===== src/rtl/spi_reg_pkg.sv =====
// Shared types and constants for the SPI register-bank command decoder.
package spi_reg_pkg;

    typedef enum logic [1:0] {
        IDLE,
        WAIT_DATA,
        WAIT_DUMMY
    } state_t;

    localparam int         CMD_WR_BIT   = 7;
    localparam logic [7:0] TX_IDLE_BYTE = 8'h00;

endpackage


===== src/rtl/spi_frame_timeout.sv =====
// Frame-gap watchdog: counts cycles while enabled and flags expiry on the
// last allowed cycle; saturates there until cleared.
module spi_frame_timeout #(
    parameter int TIMEOUT_CYC = 1000000
) (
    input  logic sys_clk,
    input  logic rst_n,
    input  logic clear,
    input  logic enable,
    output logic expire
);

    localparam int               CNT_W = $clog2(TIMEOUT_CYC + 1);
    localparam logic [CNT_W-1:0] LAST  = CNT_W'(TIMEOUT_CYC - 1);

    logic [CNT_W-1:0] count;

    always_ff @(posedge sys_clk or negedge rst_n) begin
        if (!rst_n) begin
            count <= '0;
        end else if (clear) begin
            count <= '0;
        end else if (enable && count != LAST) begin
            count <= count + CNT_W'(1);
        end
    end

    assign expire = enable && !clear && (count == LAST);

endmodule


===== src/rtl/spi_reg_bank.sv =====
// Two-frame SPI register-bank decoder (command byte, then data/dummy byte).
// Define SPI_REG_WR_ECHO_EN to return the written byte in the following frame.
module spi_reg_bank
    import spi_reg_pkg::*;
#(
    parameter int ADDR_W      = 4,
    parameter int RO_BASE     = 8,
    parameter int TIMEOUT_CYC = 1000000
) (
    input  logic                               sys_clk,
    input  logic                               rst_n,
    input  logic [7:0]                         rxd_data,
    input  logic                               rxd_flag,
    input  logic [(2**ADDR_W-RO_BASE)*8-1:0]   status_in,
    output logic [7:0]                         txd_data,
    output logic [RO_BASE*8-1:0]               ctrl_regs,
    output logic                               wr_strobe,
    output logic [ADDR_W-1:0]                  wr_addr,
    output logic                               err_pulse
);

    localparam int              ST_N      = 2**ADDR_W - RO_BASE;
    localparam logic [ADDR_W:0] RO_BASE_W = (ADDR_W+1)'(RO_BASE);
    localparam logic [7:0]      RSV_MASK  = 8'h7F & ~8'((1 << ADDR_W) - 1);

    state_t            state;
    logic [ADDR_W-1:0] addr_q;
    logic [7:0]        ctrl_q [RO_BASE];
    logic [7:0]        rd_byte;
    logic [ADDR_W-1:0] cmd_addr;
    logic              cmd_rsv;
    logic              addr_is_ctrl;
    logic              tmo_clear;
    logic              tmo_enable;
    logic              tmo_expire;

    assign cmd_addr     = rxd_data[ADDR_W-1:0];
    assign cmd_rsv      = |(rxd_data & RSV_MASK);
    assign addr_is_ctrl = ({1'b0, addr_q} < RO_BASE_W);
    assign tmo_clear    = (state == IDLE) && rxd_flag;
    assign tmo_enable   = (state != IDLE);

    // Readback source for a read command, addressed straight from the command byte.
    always_comb begin
        rd_byte = TX_IDLE_BYTE;
        for (int k = 0; k < RO_BASE; k++) begin
            if (cmd_addr == ADDR_W'(k)) rd_byte = ctrl_q[k];
        end
        for (int k = 0; k < ST_N; k++) begin
            if (cmd_addr == ADDR_W'(RO_BASE + k)) rd_byte = status_in[8*k +: 8];
        end
    end

    for (genvar g = 0; g < RO_BASE; g++) begin : g_ctrl_out
        assign ctrl_regs[8*g +: 8] = ctrl_q[g];
    end

    spi_frame_timeout #(
        .TIMEOUT_CYC(TIMEOUT_CYC)
    ) u_timeout (
        .sys_clk (sys_clk),
        .rst_n   (rst_n),
        .clear   (tmo_clear),
        .enable  (tmo_enable),
        .expire  (tmo_expire)
    );

    // A received byte always takes priority over a coinciding timeout expiry.
    always_ff @(posedge sys_clk or negedge rst_n) begin
        if (!rst_n) begin
            state     <= IDLE;
            addr_q    <= '0;
            txd_data  <= TX_IDLE_BYTE;
            wr_strobe <= 1'b0;
            wr_addr   <= '0;
            err_pulse <= 1'b0;
            for (int k = 0; k < RO_BASE; k++) ctrl_q[k] <= '0;
        end else begin
            wr_strobe <= 1'b0;
            err_pulse <= 1'b0;
            case (state)
                IDLE: begin
                    if (rxd_flag) begin
`ifdef SPI_REG_WR_ECHO_EN
                        txd_data <= TX_IDLE_BYTE;
`endif
                        if (cmd_rsv) begin
                            err_pulse <= 1'b1;
                        end else begin
                            addr_q <= cmd_addr;
                            if (rxd_data[CMD_WR_BIT]) begin
                                state <= WAIT_DATA;
                            end else begin
                                txd_data <= rd_byte;
                                state    <= WAIT_DUMMY;
                            end
                        end
                    end
                end
                WAIT_DATA: begin
                    if (rxd_flag) begin
                        if (addr_is_ctrl) begin
                            for (int k = 0; k < RO_BASE; k++) begin
                                if (addr_q == ADDR_W'(k)) ctrl_q[k] <= rxd_data;
                            end
                            wr_strobe <= 1'b1;
                            wr_addr   <= addr_q;
`ifdef SPI_REG_WR_ECHO_EN
                            txd_data  <= rxd_data;
`endif
                        end else begin
                            err_pulse <= 1'b1;
                        end
                        state <= IDLE;
                    end else if (tmo_expire) begin
                        err_pulse <= 1'b1;
                        txd_data  <= TX_IDLE_BYTE;
                        state     <= IDLE;
                    end
                end
                WAIT_DUMMY: begin
                    if (rxd_flag) begin
                        txd_data <= TX_IDLE_BYTE;
                        state    <= IDLE;
                    end else if (tmo_expire) begin
                        err_pulse <= 1'b1;
                        txd_data  <= TX_IDLE_BYTE;
                        state     <= IDLE;
                    end
                end
                default: state <= IDLE;
            endcase
        end
    end

endmodule


===== config.mk =====
export PLATFORM = sky130hd
export DESIGN_NAME = spi_reg_bank
export DESIGN_NICKNAME = d
export VERILOG_FILES = /design/src/rtl/spi_reg_pkg.sv /design/src/rtl/spi_frame_timeout.sv /design/src/rtl/spi_reg_bank.sv
export SDC_FILE = /design/constraint.sdc
export NUM_CORES = 1
export LEC_CHECK = 0
export CAP_MARGIN = 20
export CORE_ASPECT_RATIO = 0.8
export CORE_MARGIN = 3
export CORE_UTILIZATION = 49
export DETAILED_ROUTE_END_ITERATION = 16
export GPL_TIMING_DRIVEN = 0
export HOLD_SLACK_MARGIN = 0.02
export PLACE_DENSITY = 0.81
export SYNTH_ARGS = -nofsm -noshare
export SYNTH_HDL_FRONTEND = slang
export SYNTH_SLANG_ARGS = --single-unit

===== constraint.sdc =====
create_clock -name sys_clk -period 2.67 [get_ports sys_clk]
set_input_delay 0.4005 -clock sys_clk [delete_from_list [all_inputs] [get_ports sys_clk]]
set_output_delay 0.4005 -clock sys_clk [all_outputs]
set_load 0.005 [all_outputs]

==> impl_metrics.ini, run 1 <==
[run_status]
outcome = complete, no violations

[grt]
grt_max_degree = 62
grt_pass1_vias = 5074
antenna_found_initial = 0
track_usage_pct = 30.00
grt_overflow = 0
grt_pass1_wl_um = 29870

[route]
via_per_inst = 6.450
wl_per_cell_um = 23.61
initialDrtViolationCount = 593
num_vias = 5560
detail-route-antenna-nets = 0
drt_wl_total_um = 20350
drc_errors = 0
dr.pass1.iters = 5

[timing]
slew_headroom_pct = 45.12
hold_viol = 0
grt_setup_unrepaired = no
timing.final.crit_share_pct = 98.42
worst_pin_slew_ns = 0.8163
setup_violations = 0
fmax_mhz = 380.5
slew_violations = 0
period_minus_slack_ns = 2.628
fin_ws_ns = 0.04213
fin_skew_ns = 0.008931

[floorplan]
io_pins = 153
row_count = 34
dieArea_mm2 = 0.01312
core-area_mm2 = 0.01119
start_util_pct = 51.57
die_h_um = 103.1
die_w_um = 127.3

[logic_synthesis]
ys_warn_count = 0
synth_top_area_cell = dfrtp_1
ys_types = 68
netlist_top_cells_area = dfrtp_1 (45%), mux2_2 (10%), mux2i_1 (5.4%)
synth-main-ff-cell = dfrtp_1
syn-cell-area_mm2 = 0.005769
synth_fp_nets = 630
yosysTopAreaCellShare_pct = 45.11
seq_area_frac_synth_pct = 45.11
ys_async_sr_fraction_pct = 100.0
postSynthAreaPerCell_um2 = 10.51
synth-edff-count = 0
synthCells = 549
yosys_register_bits = 104

[place]
numPortBuffers = 149
gp_congestion = 0.9857
dp.cells = 844
place_hpwl_um = 15040
pre_cts_slack_ns = -0.5464

[layout]
final_nets = 794
syn2layout_area_growth_pct = 36.11
n_fill_cell = 852
final_cell_mix = clkdlybuf4s50_1 (148), dfrtp_1 (104), nand2_1 (66), mux2_2 (52), o21ai_0 (40)
final_layout_size_suffix_gt1_share_pct = 15.74
layout_commonest_cell = clkdlybuf4s50_1
diodes = 0
instances_no_fill = 862

[cts]
cts_max_level = 3
clkSinkCount = 104
clkSlewWorstSetupHoldPaths_ns = 0.07
ctsHoldBuffers = 0
cts_made_buffers = 9
clock-root-buffer = clkbuf_16
cts_tree = done
clockBufferDepth = 2
clkLatencyLatePin_ns = 0.35

[worst_setup_path]
path_cells = clkdlybuf4s50_1 -> or3_1 -> o32a_2 -> nor3b_2 -> o221ai_1 -> o2bb2ai_1
worstPathRequired_ns = 2.94
cp-start-kind = input pin
crit_path_end_kind = flop
crit_arrival_ns = 2.90
setup.worst_path.class = in2reg
worstPathMaxFanout = 9
slowest_delay_ns = 0.59
crit_slowest_cell = clkdlybuf4s50_1

[power_and_ir_drop]
p_leak_nw = 3.400
vdd_ir_drop_max_uv = 556.0
finalPower_w = 0.005918
p_per_area_mw_per_mm2 = 753.7

[min_path]
hold_path_class = in2async

[job]
cap_violations = 0
-- worst max-delay path, delay by kind of cell --
kind            cells  cell delay (ns)
compound gates      3             0.92
buf+inv             1             0.59
simple gates        2             0.99
-- sequential cells by signal, summed over array words and instances (netlist names) --
| name | count |
|---|---|
| wr_strobe | 1 |
| wr_addr | 4 |
| txd_data | 8 |
| state | 2 |
| err_pulse | 1 |
| u_timeout.count | 20 |
| ctrl_regs | 64 |
| addr_q | 4 |
-- worst paths after layout --
path | start | end | slack [ns] | depth (start not counted)
setup / recovery | rxd_data[5] | txd_data[4] | 0.04 | 6
hold / removal | rst_n | u_timeout.count[6] | 0.05 | 1
setup reg to reg | state[1] | ctrl_regs[45] | 0.18 | 6
hold reg to reg | u_timeout.count[19] | u_timeout.count[19] | 0.48 | 1
max in group asynchronous | rst_n | ctrl_regs[59] | 1.91 | 2
min in group sys_clk | rxd_flag | err_pulse | 0.37 | 2
-- stage by stage --
step	hold WS (ns)	instance area [um^2]	setup TNS (ns)	util [%]
6_report	0.05008	7853	0	70.19
5_1_grt	0.08636	7853	0	70.19
4_1_cts	0.06579	7779	-1.879	69.53
3_5_place_dp	0.4374	7473	-4.347	66.80
3_3_place_gp	0.4528	7441	-282.12	66.51
2_1_floorplan	0.1049	5769	0	-
-- routing by layer --
metal  global-route usage (%)  share of wire [%]
met2                    45.33                 44
met4                    7.749                2.4
met5                        0                  0
met1                    42.73                 41
met3                    8.752                 12
-- synthesized netlist by cell type, types with 8 or more instances --
library cell / n
a21oi_1: 20
buf_2: 8
clkbuf_1: 24
dfrtp_1: 104
inv_1: 12
mux2_2: 52
mux2i_1: 31
nand2_1: 66
nand2b_1: 9
nand4_1: 9
nor2_1: 25
nor3_1: 8
o21ai_0: 40
o22ai_1: 9
-- area by class of cell --
type / count / area (um^2) / area share (%)
plain buffers: 39 / 205.2 / 2.613
clock buffers: 11 / 242.7 / 3.091
clock inverters: 5 / 48.80 / 0.6214
inverters: 12 / 45.04 / 0.5736
multi-input cells: 394 / 2964 / 37.75
flip-flops and latches: 104 / 2603 / 33.14
well taps: 144 / 180.2 / 2.294
repair buffers: 153 / 1564 / 19.92
-- what timing repair did --
item | CTS | global route
setup buffers | 0 | 2
resized for setup | 4 | 8
setup endpoints to repair | 26 | 26
pin swaps | 0 | 1
hold endpoints to repair | 0 | 0
-- kinds of logic after synthesis --
group | after synthesis | synth area share [%]
AO/OA/AOI/OAI | 132 | 15.62
XOR/XNOR | 2 | 0.3037
adder cells (fa/ha/maj) | 6 | 1.301
buffers and inverters | 51 | 4.164
flip-flops | 104 | 45.11
multiplexers | 90 | 18.26
AND/OR/NAND/NOR | 164 | 15.25
-- report_power, final --
group | total (W) | internal [W] | leakage, nW | switching [W]
Clock | 0.00131 | 0.000678 | 0.144 | 0.000629
Combinational | 0.00225 | 0.00124 | 1.84 | 0.00100
Sequential | 0.00236 | 0.00197 | 1.41 | 0.000396
Total | 0.00592 | 0.00389 | 3.40 | 0.00203
No activity file was read; power rests on OpenSTA's default activity.
==> run 2: changes to the inputs <==
Settings changed: CORE_UTILIZATION 49 to 44, PLACE_DENSITY 0.81 to 0.76.
Clock period 2.67 ns to 2.2 ns, I/O delays scaled along.
==> run 2 against run 1 <==
Compared with the run above: the run now ends with negative setup slack left; via count is 1.8% lower; global-route usage is 1.4 points lower; sequential cell count stayed put; combinational power is 25% higher; sequential share of layout area is 0.85 points lower; setup slack worse by 0.075 ns; wire length is 2.3% higher; first-iteration DRC count is 1.2% higher; die area is 11% higher; clock skew is 0.0014 ns higher; power is 24% higher.
==> impl_metrics.ini, run 2 (same netlist as run 1, synthesis figures left out) <==
[run_status]
outcome = finished with violations
violations = negative setup slack

[layout]
n_fill_cell = 974
final_layout_size_suffix_gt1_share_pct = 20.27
largest_reg_flops = 64
post-route-cell-area_mm2 = 0.008079
final_nets = 806
final_cell_mix = clkdlybuf4s50_1 (145), dfrtp_1 (99), nand2_1 (64), mux2_2 (52), o21ai_0 (40)
layout_commonest_cell = clkdlybuf4s50_1
syn2layout_area_growth_pct = 40.03
diodes = 0

[cts]
clkLatencyLatePin_ns = 0.36
clkSlewWorstSetupHoldPaths_ns = 0.07
clock-root-buffer = clkbuf_16
cts_max_level = 3
clockBufferDepth = 2
cts_tree = done
ctsHoldBuffers = 0
cts_made_buffers = 9
clkSinkCount = 104

[route]
via_per_inst = 6.062
drt_wl_total_um = 20820
drc_errors = 0
wl_per_cell_um = 23.11
initialDrtViolationCount = 600
num_vias = 5462
detail-route-antenna-nets = 0
dr.pass1.iters = 5

[worst_setup_path]
r2r-end = txd_data[3]
worstPathRequired_ns = 2.44
worstPathMaxFanout = 5
reg2reg_depth = 6
rrSetupSlack_ns = -0.03
rr_startpoint = u_timeout.count[13]
crit_path_end_kind = flop
crit_arrival_ns = 2.48
setup.worst_path.class = reg2reg
cp-start-kind = flop

[floorplan]
start_util_pct = 46.24
row_count = 36
die_h_um = 108.4
core-area_mm2 = 0.01248
die_w_um = 134.0
io_pins = 153
dieArea_mm2 = 0.01453

[timing]
worst_pin_slew_ns = 0.6991
whs_ns = 0.01772
grt_setup_unrepaired = yes
setup_tns_ns = -0.07629
fin_skew_ns = 0.01030
setup_violations = 4
period_minus_slack_ns = 2.233
timing.final.crit_share_pct = 101.5
fmax_mhz = 447.8
hold_viol = 0
fin_ws_ns = -0.03297
slew_violations = 0
slew_headroom_pct = 53.39

[grt]
grt_max_degree = 56
grt_pass1_wl_um = 31570
antenna_found_initial = 0
grt_pass1_vias = 5292
track_usage_pct = 28.61
grt_overflow = 0

[job]
cap_violations = 0

[place]
gp_congestion = 0.9832
place_hpwl_um = 15500
postPlaceCellArea_mm2 = 0.007507
numPortBuffers = 149

[power_and_ir_drop]
p_per_area_mw_per_mm2 = 908.0
vdd_ir_drop_max_uv = 701.4
p_leak_nw = 3.514

[min_path]
hold_path_class = in2async
-- run 2: routing by layer --
metal	routed length [um]	vias to the layer above	share of wire [%]	GRT usage, %
li1	-	2387	-	-
met3	1989	24	9.6	8.279
met2	9712	314	47	44.34
met5	0	-	0	0
met4	243	0	1.2	6.105
met1	8872	2737	43	40.31
-- run 2: cell type report --
type / count / area (um^2) / area share [%]
Buffer: 38 / 227.7 / 2.819
Clock buffer: 9 / 225.2 / 2.788
Multi-Input combinational cell: 394 / 3014 / 37.31
Sequential cell: 104 / 2609 / 32.29
Clock inverter: 7 / 73.82 / 0.9137
Inverter: 12 / 45.04 / 0.5575
Tap cell: 171 / 214.0 / 2.648
Timing Repair Buffer: 166 / 1670 / 20.68
-- run 2: power breakdown --
group / switching, W / internal, W
combinational: 0.00123 / 0.00159
sequential: 0.000518 / 0.00239
clock: 0.000810 / 0.000802
-- run 2: how the worst max path moves through the flow --
stage               slack (ns)           startpoint             to
finish                   -0.03  u_timeout.count[13]    txd_data[3]
global route              -0.1  u_timeout.count[13]    txd_data[3]
CTS                      -0.05  u_timeout.count[12]    txd_data[3]
detailed placement       -0.88          rxd_data[0]    txd_data[5]
global placement         -3.15                rst_n  ctrl_regs[36]
floorplan                 0.06             state[1]  ctrl_regs[52]
-- run 2: worst max-delay path, stage by stage, from the launching register on --
cell,delay (ns)
dfrtp_2,0.44
nor4_4,0.32
nand4_1,0.17
or3_4,0.41
a221o_4,0.43
buf_12,0.15
a32o_1,0.19
-- run 2: per-stage QoR --
stage	std cells	total power (W)	setup slack [ns]	util [%]
final	901	0.007335	-0.03297	64.75
after global routing	901	0.007689	-0.09954	64.75
after CTS	896	0.007279	-0.04749	64.00
after detailed placement	871	0.005535	-0.8827	60.17
after global placement	869	0.005451	-3.148	59.91
after floorplan	549	0.003975	0.06287	-
-- run 2: what timing repair did --
action / CTS / global route
hold endpoints to repair: 0 / 0
gates resized for setup: 28 / 24
cloned: 0 / 0
pin swaps: 10 / 8
buffers inserted: 9 / 6
setup endpoints to repair: 45 / 64
==> run 3: changes to the inputs <==
Settings changed: TNS_END_PERCENT set to 5.
==> run 3 against run 2 <==
Compared with the run above: clock power is essentially flat; largest cell class unchanged; global-route usage is the same; clock skew shrank 0.00082 ns; non-clock buffer count shrank 1; final cell count shrank 0.11%; critical endpoint unchanged; the run still ends with negative setup slack left; utilization shrank 0.10 points; sequential power is essentially flat; worst hold slack lost 0.00082 ns.
==> impl_metrics.ini, run 3 (same netlist as run 1, synthesis figures left out) <==
[run_status]
violations = negative setup slack
outcome = finished with violations

[floorplan]
core-area_mm2 = 0.01248
dieArea_mm2 = 0.01453
die_w_um = 134.0
row_count = 36
start_util_pct = 46.24
die_h_um = 108.4
io_pins = 153

[route]
via_per_inst = 6.070
dr.pass1.iters = 5
detail-route-antenna-nets = 0
drc_errors = 0
drt_wl_total_um = 20800
num_vias = 5463
initialDrtViolationCount = 562
wl_per_cell_um = 23.11

[layout]
largest_reg_flops = 64
final_cell_mix = clkdlybuf4s50_1 (145), dfrtp_1 (99), nand2_1 (64), mux2_2 (52), o21ai_0 (40)
final_layout_size_suffix_gt1_share_pct = 20.03
instances_no_fill = 900
final_nets = 805
syn2layout_area_growth_pct = 39.82
diodes = 0
layout_commonest_cell = clkdlybuf4s50_1

[cts]
cts_tree = done
clkLatencyLatePin_ns = 0.36
clkSlewWorstSetupHoldPaths_ns = 0.07
clkSinkCount = 104
clock-root-buffer = clkbuf_16
cts_made_buffers = 9
cts_max_level = 3
clockBufferDepth = 2
ctsHoldBuffers = 0

[power_and_ir_drop]
vdd_ir_drop_max_uv = 703.5
p_leak_nw = 3.507
p_per_area_mw_per_mm2 = 909.2
finalPower_w = 0.007334

[grt]
grt_max_degree = 56
grt_pass1_wl_um = 31570
track_usage_pct = 28.61
antenna_found_initial = 0
grt_overflow = 0
grt_pass1_vias = 5290

[timing]
fin_skew_ns = 0.009473
timing.final.crit_share_pct = 101.0
fin_ws_ns = -0.02225
setup_violations = 3
worst_pin_slew_ns = 0.6964
grt_setup_unrepaired = yes
slew_headroom_pct = 53.57
period_minus_slack_ns = 2.222
fmax_mhz = 450.0
hold_viol = 0
slew_violations = 0

[worst_setup_path]
rrSetupSlack_ns = -0.02
crit_path_end_kind = flop
reg2reg_depth = 6
rr_startpoint = u_timeout.count[13]
worstPathRequired_ns = 2.44
cp-start-kind = flop
r2r-end = txd_data[3]
crit_arrival_ns = 2.46
setup.worst_path.class = reg2reg
worstPathMaxFanout = 5

[min_path]
hold_path_class = in2async

[place]
gp_congestion = 0.9832
dp.cells = 871
place_hpwl_um = 15500
numPortBuffers = 149

[job]
cap_violations = 0
## run 3: changes by cell type in the layout (fill, tap and decap cells not counted)
cell      previous run  this run
buf_6                5         4
o2111a_1             0         1
o2111a_2             1         0
## run 3: routing by layer
layer	part of all wire, %	up-vias	global-route usage, %
li1	-	2398	-
met1	43	2728	40.31
met2	46	302	44.34
met3	9.1	35	8.279
met4	1.7	0	6.105
met5	0	-	0
## run 3: through the flow
| stage | hold slack (ns) | setup slack [ns] | utilization, % | area, um^2 | TNS, ns |
|---|---|---|---|---|---|
| finish | 0.01690 | -0.02225 | 64.65 | 8066 | -0.04107 |
| global route | 0.06370 | -0.1054 | 64.65 | 8066 | -0.4013 |
| CTS | 0.03173 | -0.04773 | 64.00 | 7985 | -0.1446 |
| detailed placement | 0.4194 | -0.8827 | 60.17 | 7507 | -20.51 |
| global placement | 0.4578 | -3.148 | 59.91 | 7475 | -345.31 |
| floorplan | 0.03441 | 0.06287 | - | 5769 | 0 |
## run 3: worst max-delay path by stage
stage | from | to | slack (ns)
after floorplan | state[1] | ctrl_regs[52] | 0.06
after global placement | rst_n | ctrl_regs[36] | -3.15
after detailed placement | rxd_data[0] | txd_data[5] | -0.88
after CTS | u_timeout.count[12] | txd_data[3] | -0.05
after global routing | u_timeout.count[13] | txd_data[3] | -0.11
final | u_timeout.count[13] | txd_data[3] | -0.02
## run 3: what timing repair did
| action | in CTS | in global routing |
|---|---|---|
| gates resized for setup | 28 | 22 |
| buffers inserted | 9 | 5 |
| endpoints found under the setup margin | 45 | 64 |
| pin swaps | 8 | 6 |
## run 3: final cells by class
cell class | count | area [um^2]
timing repair buffer | 165 | 1663
fill | 979 | 4410
inverter | 12 | 45.04
buffer | 38 | 224.0
clock buffer | 9 | 225.2
tap | 171 | 214.0
sequential | 104 | 2609
clock inverter | 7 | 73.82
multi-input combinational | 394 | 3013
## run 3: power breakdown
part / total [W] / switching [W] / internal, W
registers: 0.00291 / 0.000520 / 0.00239
logic: 0.00282 / 0.00123 / 0.00159
clock network: 0.00161 / 0.000806 / 0.000802
total: 0.00733 / 0.00255 / 0.00478
## run 3: critical path: stages (launching register included)
cell,delay (ns)
dfrtp_2,0.44
nor4_4,0.31
nand4_1,0.17
or3_4,0.41
a221o_4,0.42
buf_12,0.15
a32o_1,0.19
==> variant: new RTL, flow settings as in run 1 <==
Make the reset (`rst_n`) synchronous in 2 clocked blocks.
--- a/src/rtl/spi_frame_timeout.sv
+++ b/src/rtl/spi_frame_timeout.sv
@@ -16,5 +16,5 @@
     logic [CNT_W-1:0] count;
 
-    always_ff @(posedge sys_clk or negedge rst_n) begin
+    always_ff @(posedge sys_clk) begin
         if (!rst_n) begin
             count <= '0;
--- a/src/rtl/spi_reg_bank.sv
+++ b/src/rtl/spi_reg_bank.sv
@@ -67,5 +67,5 @@
 
     // A received byte always takes priority over a coinciding timeout expiry.
-    always_ff @(posedge sys_clk or negedge rst_n) begin
+    always_ff @(posedge sys_clk) begin
         if (!rst_n) begin
             state     <= IDLE;
Behaviour: differs if rst_n is asserted again (counterexample within 4 cycles, from zero or initial values and one cycle with rst_n low); with rst_n held inactive, the same outputs for 4 cycles.
==> variant against run 1 <==
Maximum frequency rose by 7.3%; clock skew fell by 0.00059 ns; highest routed layer unchanged; first-iteration DRC count rose by 8.6%; routed wire length fell by 9.4%; sequential cell count did not move; via count fell by 4.6%; count of clock-buffer cells in the layout fell by 1; critical endpoint is now ctrl_q[0][28]; worst setup slack improved by 0.18 ns; critical path type is now register to register; global-route usage fell by 1.1 points; die area fell by 5.3%; synthesized area fell by 5.6%; final area fell by 5.3%.
Power is not compared: it rests on default switching activity, and its combinational part moved more than twofold at a synthesized area within 25%.
==> variant: results <==
global_route:
  grt_max_degree: 20
  track_usage_pct: 28.9
  via_count_of_the_first_global_routing_pass: 5070
  grt_pass1_wl_mm: 27.4
drt:
  routed-via-count: 5304
  drt_first_pass_iters: 5
  detailedRoute.firstIterationViolations: 644
  routed_wl_mm: 18.4
logic_synthesis:
  yosys.area_share.adder_pct: 1.38
  count_of_different_cell_masters_after_synthesis: 62
  synth.yosys.seq_area_share_pct: 50.0
  leading_post_synthesis_cells_by_instance_count: "sky130_fd_sc_hd__nor2_1 (73), sky130_fd_sc_hd__edfxtp_1 (64), sky130_fd_sc_hd__nand2_1 (48)"
  synth-compound-area-share_pct: 16.7
  synth-main-ff-cell: "sky130_fd_sc_hd__edfxtp_1"
  synth_top_cells_by_area: "sky130_fd_sc_hd__edfxtp_1 (35%), sky130_fd_sc_hd__dfxtp_1 (15%), sky130_fd_sc_hd__mux2i_1 (5.7%), sky130_fd_sc_hd__nor2_1 (5.0%), sky130_fd_sc_hd__mux4_2 (3.3%)"
  synth-edff-count: 64
  async_reset_ff_share_pct: 0
  synth_xor_xnor_area_share_pct: 0.322
  mux_cell_area_share_after_synthesis_pct: 9.83
  postSynthNetCount: 621
critical_path:
  critical_path_arrival_ns: 2.46
  crit_path_top_delay_cell: "sky130_fd_sc_hd__nand2_1"
  critical_path.reg2reg.startpoint: "state[1]"
  timing.rr.end: "ctrl_q[0][28]"
  cpPeakStageDelay_ns: 0.49
  timing.reg2reg.setup_slack_ns: 0.22
hold_path:
  hp-start: "txd_data[3]"
  holdCritPathClass: "register to register"
clock_tree:
  cts_inserted_buffers: 9
  cts_root_buf: "sky130_fd_sc_hd__clkbuf_16"
pwr:
  worst_ir_drop_vdd_mv: 0.378
place:
  gp_congestion: 0.938
  placement.setup.worst_slack_ns: -0.143
  dp_hpwl_mm: 14.0
  placed_area_um2: 7120
status:
  outcome: "complete, no violations"
sta:
  timing_worst_slew_pin_value_ns: 0.755
  final.setup_skew_ns: 0.00834
layout:
  final_nets: 783
  drive_gt1_share_pct: 6.79
  num-fill-cells: 784
variant: cell count changes after synthesis, moves of 7 or more:
cell / delta
sky130_fd_sc_hd__clkbuf_1: -7
sky130_fd_sc_hd__dfrtp_1: -104
sky130_fd_sc_hd__dfxtp_1: +40
sky130_fd_sc_hd__edfxtp_1: +64
sky130_fd_sc_hd__inv_1: +8
sky130_fd_sc_hd__mux2_2: -48
sky130_fd_sc_hd__nand2_1: -18
sky130_fd_sc_hd__nand3_1: +8
sky130_fd_sc_hd__nand4_1: -7
sky130_fd_sc_hd__nor2_1: +48
sky130_fd_sc_hd__o21ai_0: -12
sky130_fd_sc_hd__or3_1: +13
variant: how the worst max path moves through the flow:
| stage | from | end | slack (ns) | cells after the start |
|---|---|---|---|---|
| final | state[1] | ctrl_q[0][28] | 0.22 | 6 |
| after global routing | state[1] | ctrl_q[0][20] | 0.01 | 8 |
| after CTS | state[1] | ctrl_q[0][20] | 0.12 | 8 |
| after detailed placement | rxd_flag | ctrl_q[0][21] | -0.14 | 7 |
| after global placement | rxd_flag | ctrl_q[1][18] | -0.36 | 5 |
| after floorplan | state[1] | ctrl_q[1][16] | 0.44 | 6 |
variant: per-layer routing:
layer	GRT usage [%]	share of wire, %
met4	7.66	1.8
met5	0	0
met2	46.6	46
met3	7.94	15
met1	38.7	37
variant: critical path: cells and delay by family, from the launching register on:
family,cells,cell delay [ns]
buffers and inverters,1,0.11
flip-flops,1,0.34
adder cells (fa/ha/maj),1,0.26
AND/OR/NAND/NOR,4,1.39
variant: logic make-up (layout without fill, tap and decap cells):
kind of cell	after synthesis	in the layout
multiplexers	43	43
buffers and inverters	49	216
adder cells (fa/ha/maj)	6	6
XOR/XNOR	2	2
AO/OA/AOI/OAI	133	133
flip-flops	104	104
AND/OR/NAND/NOR	203	203
variant: cell type report:
cell class / count / area [um^2] / area share, %
clock inverter: 6 / 57.6 / 0.774
buffer: 28 / 118 / 1.58
tap: 140 / 175 / 2.35
sequential: 104 / 2720 / 36.6
clock buffer: 10 / 250 / 3.36
multi-input combinational: 387 / 2540 / 34.1
inverter: 21 / 78.8 / 1.06
timing repair buffer: 151 / 1500 / 20.2
variant: repair_timing:
item                                   4_1_cts  5_1_grt
setup endpoints to repair                    0       24
endpoints found under the hold margin        0        0
resized for setup                            0        3
variant: power by group:
group	leakage [nW]	switching [mW]	internal, mW
registers	0.972	0.0398	1.76
clock network	0.152	0.639	0.711
logic	1.54	0.273	0.290
total	2.67	0.952	2.76
variant: stage by stage:
step	utilization, %	setup TNS (ns)	cells	hold slack [ns]
after floorplan	-	0	540	0.447
after global routing	70.7	0	847	0.493
after CTS	70.6	0	847	0.478
final	70.7	0	847	0.477
after global placement	67.6	-6.08	829	0.453
after detailed placement	67.7	-2.16	831	0.456
